<file path="config.mk">
export PLATFORM = sky130hd
export DESIGN_NAME = param_deserializer
export DESIGN_NICKNAME = d
export VERILOG_FILES = /design/src/rtl/param_deserializer.sv
export SDC_FILE = /design/constraint.sdc
export NUM_CORES = 1
export LEC_CHECK = 0
export CAP_MARGIN = 15
export CORE_UTILIZATION = 40
export CTS_CLUSTER_SIZE = 12
export DETAILED_ROUTE_END_ITERATION = 12
export MAX_ROUTING_LAYER = met4
export PLACE_DENSITY_LB_ADDON = 0.08
export SLEW_MARGIN = 25
export SYNTH_ARGS = -nofsm -noshare
export SYNTH_HDL_FRONTEND = slang
export SYNTH_SLANG_ARGS = --single-unit
export TNS_END_PERCENT = 20
</file>
<file path="constraint.sdc">
create_clock -name CLK -period 1.7 [get_ports CLK]
set_input_delay 0.17 -clock CLK [delete_from_list [all_inputs] [get_ports CLK]]
set_output_delay 0.17 -clock CLK [all_outputs]
set_load 0.05 [all_outputs]
</file>
<file path="src/rtl/param_deserializer.sv">
// Serial-to-parallel converter: collects DATA_WIDTH strobed bits (LSB- or MSB-first)
// and publishes each word with a one-cycle valid pulse. Optional parity output: DESER_PARITY_EN.
module param_deserializer #(
    parameter int DATA_WIDTH = 8,
    parameter int CNT_WIDTH  = $clog2(DATA_WIDTH + 1)
) (
    input  logic                  CLK,
    input  logic                  RST,
    input  logic                  clear,
    input  logic                  deser_en,
    input  logic                  bit_strobe,
    input  logic                  sampled_bit,
    input  logic                  msb_first,
    output logic [DATA_WIDTH-1:0] P_DATA,
    output logic                  p_valid,
    output logic [CNT_WIDTH-1:0]  bit_cnt,
`ifdef DESER_PARITY_EN
    output logic                  busy,
    output logic                  par_out
`else
    output logic                  busy
`endif
);

    typedef enum logic [0:0] {
        IDLE    = 1'b0,
        COLLECT = 1'b1
    } state_t;

    localparam logic [CNT_WIDTH-1:0] LAST_CNT = CNT_WIDTH'(DATA_WIDTH - 1);
    localparam logic [CNT_WIDTH-1:0] CNT_ZERO = {CNT_WIDTH{1'b0}};
    localparam logic [CNT_WIDTH-1:0] CNT_ONE  = {{(CNT_WIDTH-1){1'b0}}, 1'b1};

    state_t                  state_q, state_d;
    logic [DATA_WIDTH-1:0]   shreg_q, shreg_d;
    logic [CNT_WIDTH-1:0]    cnt_q, cnt_d;
    logic                    order_q, order_d;
    logic                    load_q, load_d;
    logic [DATA_WIDTH-1:0]   p_data_q, p_data_d;
    logic                    p_valid_q, p_valid_d;

    logic accept_s;
    logic last_s;
    logic order_s;

    assign accept_s = deser_en & bit_strobe & ~clear;
    assign last_s   = accept_s & (cnt_q == LAST_CNT);
    // The first bit of a frame uses the live order input; later bits use the latched one.
    assign order_s  = (cnt_q == CNT_ZERO) ? msb_first : order_q;

    // Next-state logic for the frame FSM.
    always_comb begin
        state_d = state_q;
        case (state_q)
            IDLE: begin
                if (accept_s) begin
                    state_d = COLLECT;
                end else begin
                    state_d = IDLE;
                end
            end
            COLLECT: begin
                if (clear || last_s) begin
                    state_d = IDLE;
                end else begin
                    state_d = COLLECT;
                end
            end
            default: state_d = IDLE;
        endcase
    end

    // Datapath: shift register, bit counter, order latch and output staging.
    always_comb begin
        shreg_d   = shreg_q;
        cnt_d     = cnt_q;
        order_d   = order_q;
        load_d    = 1'b0;
        p_valid_d = load_q;
        if (load_q) begin
            p_data_d = shreg_q;
        end else begin
            p_data_d = p_data_q;
        end
        if (clear) begin
            shreg_d = {DATA_WIDTH{1'b0}};
            cnt_d   = CNT_ZERO;
            order_d = 1'b0;
        end else if (accept_s) begin
            order_d = order_s;
            if (order_s) begin
                shreg_d = {shreg_q[DATA_WIDTH-2:0], sampled_bit};
            end else begin
                shreg_d = {sampled_bit, shreg_q[DATA_WIDTH-1:1]};
            end
            if (last_s) begin
                cnt_d  = CNT_ZERO;
                load_d = 1'b1;
            end else begin
                cnt_d  = cnt_q + CNT_ONE;
            end
        end else begin
            shreg_d = shreg_q;
        end
    end

    // State and datapath registers.
    always_ff @(posedge CLK or posedge RST) begin
        if (RST) begin
            state_q   <= IDLE;
            shreg_q   <= {DATA_WIDTH{1'b0}};
            cnt_q     <= CNT_ZERO;
            order_q   <= 1'b0;
            load_q    <= 1'b0;
            p_data_q  <= {DATA_WIDTH{1'b0}};
            p_valid_q <= 1'b0;
        end else begin
            state_q   <= state_d;
            shreg_q   <= shreg_d;
            cnt_q     <= cnt_d;
            order_q   <= order_d;
            load_q    <= load_d;
            p_data_q  <= p_data_d;
            p_valid_q <= p_valid_d;
        end
    end

    assign P_DATA  = p_data_q;
    assign p_valid = p_valid_q;
    assign bit_cnt = cnt_q;
    assign busy    = (state_q == COLLECT);

`ifdef DESER_PARITY_EN
    function automatic logic parity_step(input logic acc, input logic b);
        return acc ^ b;
    endfunction

    logic par_run_q, par_run_d;
    logic par_hold_q, par_hold_d;
    logic par_out_q, par_out_d;

    // Running XOR; the finished parity is parked until the load edge publishes it.
    always_comb begin
        par_run_d  = par_run_q;
        par_hold_d = par_hold_q;
        if (clear) begin
            par_run_d = 1'b0;
        end else if (last_s) begin
            par_run_d  = 1'b0;
            par_hold_d = parity_step(par_run_q, sampled_bit);
        end else if (accept_s) begin
            par_run_d = parity_step(par_run_q, sampled_bit);
        end else begin
            par_run_d = par_run_q;
        end
        if (load_q) begin
            par_out_d = par_hold_q;
        end else begin
            par_out_d = par_out_q;
        end
    end

    // Parity registers.
    always_ff @(posedge CLK or posedge RST) begin
        if (RST) begin
            par_run_q  <= 1'b0;
            par_hold_q <= 1'b0;
            par_out_q  <= 1'b0;
        end else begin
            par_run_q  <= par_run_d;
            par_hold_q <= par_hold_d;
            par_out_q  <= par_out_d;
        end
    end

    assign par_out = par_out_q;
`endif

endmodule

</file>
; ---- Word level (Yosys, flattened, before mapping)
; Cells that the tools add are included.
[op_classes]
addsub = 1
n_eq_ne = 1
n_mux = 15
n_bitwise = 5
n_reduce_logical = 3
[ops]
columns = operator, count
row1 = two-way mux 8 bit, 3
row2 = two-way mux 4 bit, 3
row3 = two-way mux 1 bit, 8
row4 = "adder 4 x 1 -> 4 bit, second input constant", 1
row5 = "== test 4 x 3 -> 1 bit, second input constant", 1
row6 = zero test 4 bit, 1
row7 = AND 1 bit, 3
row8 = NOT 1 bit, 2
row9 = one-hot mux 1 bit (2 select lines), 1
row10 = nonzero test 2 bit, 1
row11 = logical OR 1 bit, 1
[totals]
reg_bits = 24
inputBits = 7
word_cells = 32

; ---- Logic depth before layout (Yosys ltp)
[logic_depth]
ltp_word = 6
ltp_mapped = 6
mapped_depth_nobuf = 5

; ---- Least setup slack after synthesis
; OpenSTA, ideal clock, no wires.
[synth_timing]
path_type = register to register
from = register cnt_q[0], in the netlist bit_cnt[0]
to = register shreg_q[7]
arrival_ns = 1.707
required_ns = 1.617
path_slack_ns = -0.089
path_stages_with_launch = 7
synth_period_minus_slack_ns = 1.789
path_cell_list = dfrtp_1 inv_1 ha_1 nor3b_1 buf_2 mux2_2 o21ai_0
[synth_between]
elab_chain_len = 5
[synth_lines]
columns = element, line
row1 = start: declaration, 36  ; logic [CNT_WIDTH-1:0] cnt_q, cnt_d;
row2 = start signal: assignment, 120  ; cnt_q <= cnt_d;
row3 = zero test 4 bit, 49  ; assign order_s = (cnt_q == CNT_ZERO) ? msb_first : order_q;
row4 = two-way mux 1 bit, 49
row5 = two-way mux 8 bit, 91  ; if (order_s) begin
row6 = two-way mux 8 bit, 89  ; end else if (accept_s) begin
row7 = two-way mux 8 bit, 85  ; if (clear) begin
row8 = end signal: assignment, 111  ; shreg_q <= {DATA_WIDTH{1'b0}};
row9 = end signal: assignment, 119  ; shreg_q <= shreg_d;
row10 = end: declaration, 35  ; logic [DATA_WIDTH-1:0] shreg_q, shreg_d;
; Every way passes these cells. The select of a mux whose other input is x is not followed.
; A chain may end at the register's enable or synchronous reset.

; ---- Worst setup path after layout
[layout_timing]
from = register cnt_q[0], in the netlist bit_cnt[0]
to = register order_q
[layout_between]
elab_chain_len = 4
[layout_lines]
columns = element, line
row1 = zero test 4 bit, 49
row2 = two-way mux 1 bit, 49
row3 = two-way mux 1 bit, 89
row4 = two-way mux 1 bit, 85
row5 = end signal: assignment, 121  ; order_q <= order_d;
row6 = end: declaration, 37  ; logic order_q, order_d;
; Every way passes these cells. The select of a mux whose other input is x is not followed.

==> results.py <==
metrics = {
    "synth": {
        "avgSynthCellArea_sq_um": 11.6,
        "synth_top_area_share_pct": 48.3,
        "synth-xor-area-share_pct": 1.41,
        "netlist_top_cells_count": "24 x dfrtp_1, 16 x mux2_2, 16 x mux2i_1, 9 x o21ai_0, 8 x nand3b_1",
        "ys_top_cells_by_area": "dfrtp_1 48%, mux2_2 15%, mux2i_1 13%",
        "synth_fa_ha_area_share_pct": 2.01,
        "post_syn_nets": 116,
        "synth.yosys.warnings": 0,
        "ys_async_sr_fraction_pct": 100,
        "seq_cells_post_synth": 24,
        "synthDominantAreaCellType": "dfrtp_1",
        "dominantRegCellSynth": "dfrtp_1",
        "yosysUniqueCellTypes": 23,
        "post_synth_mux_area_share_pct": 27.4,
        "syn_inst_count": 107,
        "synth_top_family_by_area": "multiplexers",
        "synth_most_common_cell": "dfrtp_1",
        "mappedNetlistArea_sq_mm": 0.00124,
        "synth_sequential_area_ratio_pct": 48.3,
        "synth-compound-area-share_pct": 6.55,
        "synth-simple-area-share_pct": 10.6,
        "synth_edf_count": 0,
    },
    "timing": {
        "timing.final.setup_violations": 0,
        "worst_path_setup_slack_after_routing_ns": 0.0343,
        "slew_at_the_pin_closest_to_its_max_slew_limit_ns": 0.505,
        "fin_worst_skew_ns": 0.0144,
        "timing.final.hold_violations": 0,
        "timing.hold.ws_ns": 0.165,
        "timing.final.max_slew_violations": 0,
        "final.min_clock_period_ns": 1.67,
        "maxSlewHeadroom_pct": 66.3,
        "fmax_mhz": 600,
        "grt_setup_unrepaired": "yes",
        "layout_worst_path_cycle_share_pct": 98.0,
        "finalSetupTns_ns": 0,
    },
    "detailed_routing": {
        "drc": 1,
        "ant_nets": 0,
        "wl_per_cell_um": 15.9,
        "detailed_route_via_count": 934,
        "routed_via_density": 5.56,
        "postRouteWirelength_mm": 2.67,
        "drt_pass1_iterations": 8,
        "drc_marker_count_from_the_first_detailed_route_iteration": 12,
    },
    "final_layout": {
        "area_delta_synth_final_pct": 28.0,
        "layout.core_utilization_pct": 55.7,
        "num_antenna_cells": 0,
        "drive_above_1_share_pct": 30.7,
        "num-nets-final": 147,
        "filler_cell_count": 260,
    },
    "global_routing": {
        "grt_start_max_net_pins": 25,
        "grt_first_pass_wirelength_mm": 4.35,
        "grt_util_all_layers_pct": 18.0,
        "grt_remaining_overflow": 0,
        "grt_pass1_vias": 913,
        "grt_antenna_before_repair": 0,
    },
    "flow_run": {
        "max_cap_viol_count": 0,
    },
    "clock_tree": {
        "clkSlewWorstSetupHoldPaths_ns": 0.15,
        "ctsHtreeMaxLevel": 1,
        "max-clock-path-buffers": 2,
        "cts_root_buf": "clkbuf_4",
        "numCtsBuffers": 3,
        "insertion_delay_to_the_later_sink_of_the_worst_skew_pair_ns": 0.33,
        "cts_tree": "yes",
        "cts.sinks": 24,
        "count_of_hold_fix_buffers_inserted_at_cts": 0,
    },
    "power": {
        "sw_frac_of_total_pct": 26.1,
        "power_density_mw_per_mm2": 672,
        "net_switching_power_uw": 279,
        "pwr-share-seq_pct": 55.4,
        "clock_power_share_pct": 29.5,
        "power.combinational.fraction_pct": 15.1,
        "power_leakage_nw": 0.800,
        "power.internal_uw": 790,
        "maximum_resistive_drop_on_vdd_uv": 464,
    },
    "floorplanning": {
        "floorplan.initialDensity_pct": 43.6,
        "die_y_um": 57.7,
        "rows": 19,
        "die-width_um": 57.7,
        "io-pin-count": 21,
        "core_region_area_sq_mm": 0.00285,
        "die-area_sq_mm": 0.00333,
    },
    "placement": {
        "preCtsSetupSlack_ns": 0.0546,
        "globalplace.congestion": 0.727,
        "port-buffer-count": 20,
        "half_perimeter_wire_length_after_detailed_placement_mm": 1.70,
    },
    "setup_path": {
        "crit_path_end_kind": "flop",
        "worst-r2r-cell-count": 8,
        "critical_path_required_ns": 1.97,
        "worst_setup_path_start_kind": "flop",
        "path_class": "reg -> reg",
        "timing.reg2reg.setup_slack_ns": 0.03,
        "reg2reg_from": "bit_cnt[0]",
        "critical_path.reg2reg.endpoint": "order_q",
        "critical_path.max_fanout": 4,
        "worst_ep_arrival_time_ns": 1.93,
    },
    "min_path": {
        "kind_of_path_behind_the_tightest_hold_check": "in -> async",
    },
    "status": {
        "failed_checks": "design-rule violations",
        "run_status": "finished with violations",
    },
}
[per-layer routing]
layer  vias to the layer above  track usage [%]  share of wire (%)
met1                       467             24.0                 46
li1                        441                -                  -
met3                         4             3.57                4.5
met2                        22             27.7                 48
met4                         0             6.12                1.3
met5                         -                -                  0
[timing repair]
item                       CTS  global route
gates cloned                 0             1
buffers inserted             0             4
resized for setup            1            10
setup endpoints to repair    1            14
[through the flow]
| stage | total power, mW | cell area (sq um) | std cells |
|---|---|---|---|
| after detailed placement | 0.747 | 1500 | 159 |
| final | 1.07 | 1590 | 168 |
| after global placement | 0.743 | 1500 | 159 |
| after floorplan | 0.689 | 1240 | 107 |
| after global routing | 1.11 | 1590 | 168 |
| after CTS | 1.06 | 1540 | 163 |
[worst max-delay path: stages (launching register included)]
cell	delay (ns)
dfrtp_2	0.41
inv_1	0.07
ha_1	0.19
nor3b_2	0.16
buf_2	0.16
buf_4	0.13
buf_4	0.13
a31o_2	0.23
a21oi_1	0.13
[kinds of logic after synthesis]
group           Yosys count
flops                    24
buf+inv                  11
fa+ha+maj                 2
compound gates           15
simple gates             21
xor+xnor                  2
mux                      32
[power by group through the flow]
stage | sequential, mW | clock (mW) | combinational (mW)
3_3_place_gp | 0.602 | 0 | 0.141
6_report | 0.592 | 0.315 | 0.162
4_1_cts | 0.592 | 0.320 | 0.144
3_5_place_dp | 0.603 | 0 | 0.144
2_1_floorplan | 0.613 | 0 | 0.0767
5_1_grt | 0.594 | 0.346 | 0.175
[placed cells by master, fill, tap and decap left out, types with 2 or more instances in the layout]
cell type	synthesis	routed
mux2i_1	16	16
nand3b_1	8	8
a21oi_1	4	4
o21ai_1	0	2
nand2_1	2	2
mux2_2	16	16
nor2_1	2	2
dfrtp_1	24	22
dlymetal6s2s_1	0	6
ha_1	2	2
o21ai_0	9	7
clkdlybuf4s50_1	0	8
buf_4	0	17
dfrtp_2	0	2
clkbuf_4	0	3
inv_1	4	4
nand3_1	3	3
[state kept, by name, indices dropped and copies added (netlist names)]
signal,flops
P_DATA,8
shreg_q,8
bit_cnt,4
busy,1
load_q,1
order_q,1
p_valid,1
[layout make-up]
type | instances | area (sq um) | area share (%)
Clock buffer | 4 | 36.3 | 2.28
Inverter | 4 | 15.0 | 0.944
Multi-Input combinational cell | 72 | 601 | 37.8
Sequential cell | 24 | 603 | 37.9
Tap cell | 31 | 38.8 | 2.44
Timing Repair Buffer | 33 | 297 | 18.6
[worst max-delay path by stage]
| stage | start | end | slack, ns | cells past startpoint |
|---|---|---|---|---|
| 2_1_floorplan | bit_cnt[0] | shreg_q[7] | 0.01 | 6 |
| 3_3_place_gp | bit_cnt[0] | shreg_q[0] | 0.09 | 6 |
| 3_5_place_dp | bit_cnt[0] | shreg_q[7] | 0.05 | 6 |
| 4_1_cts | bit_cnt[0] | shreg_q[0] | 0.02 | 6 |
| 5_1_grt | bit_cnt[0] | shreg_q[7] | -0.03 | 6 |
| 6_report | bit_cnt[0] | order_q | 0.03 | 8 |
No activity file was read; power rests on OpenSTA's default activity.
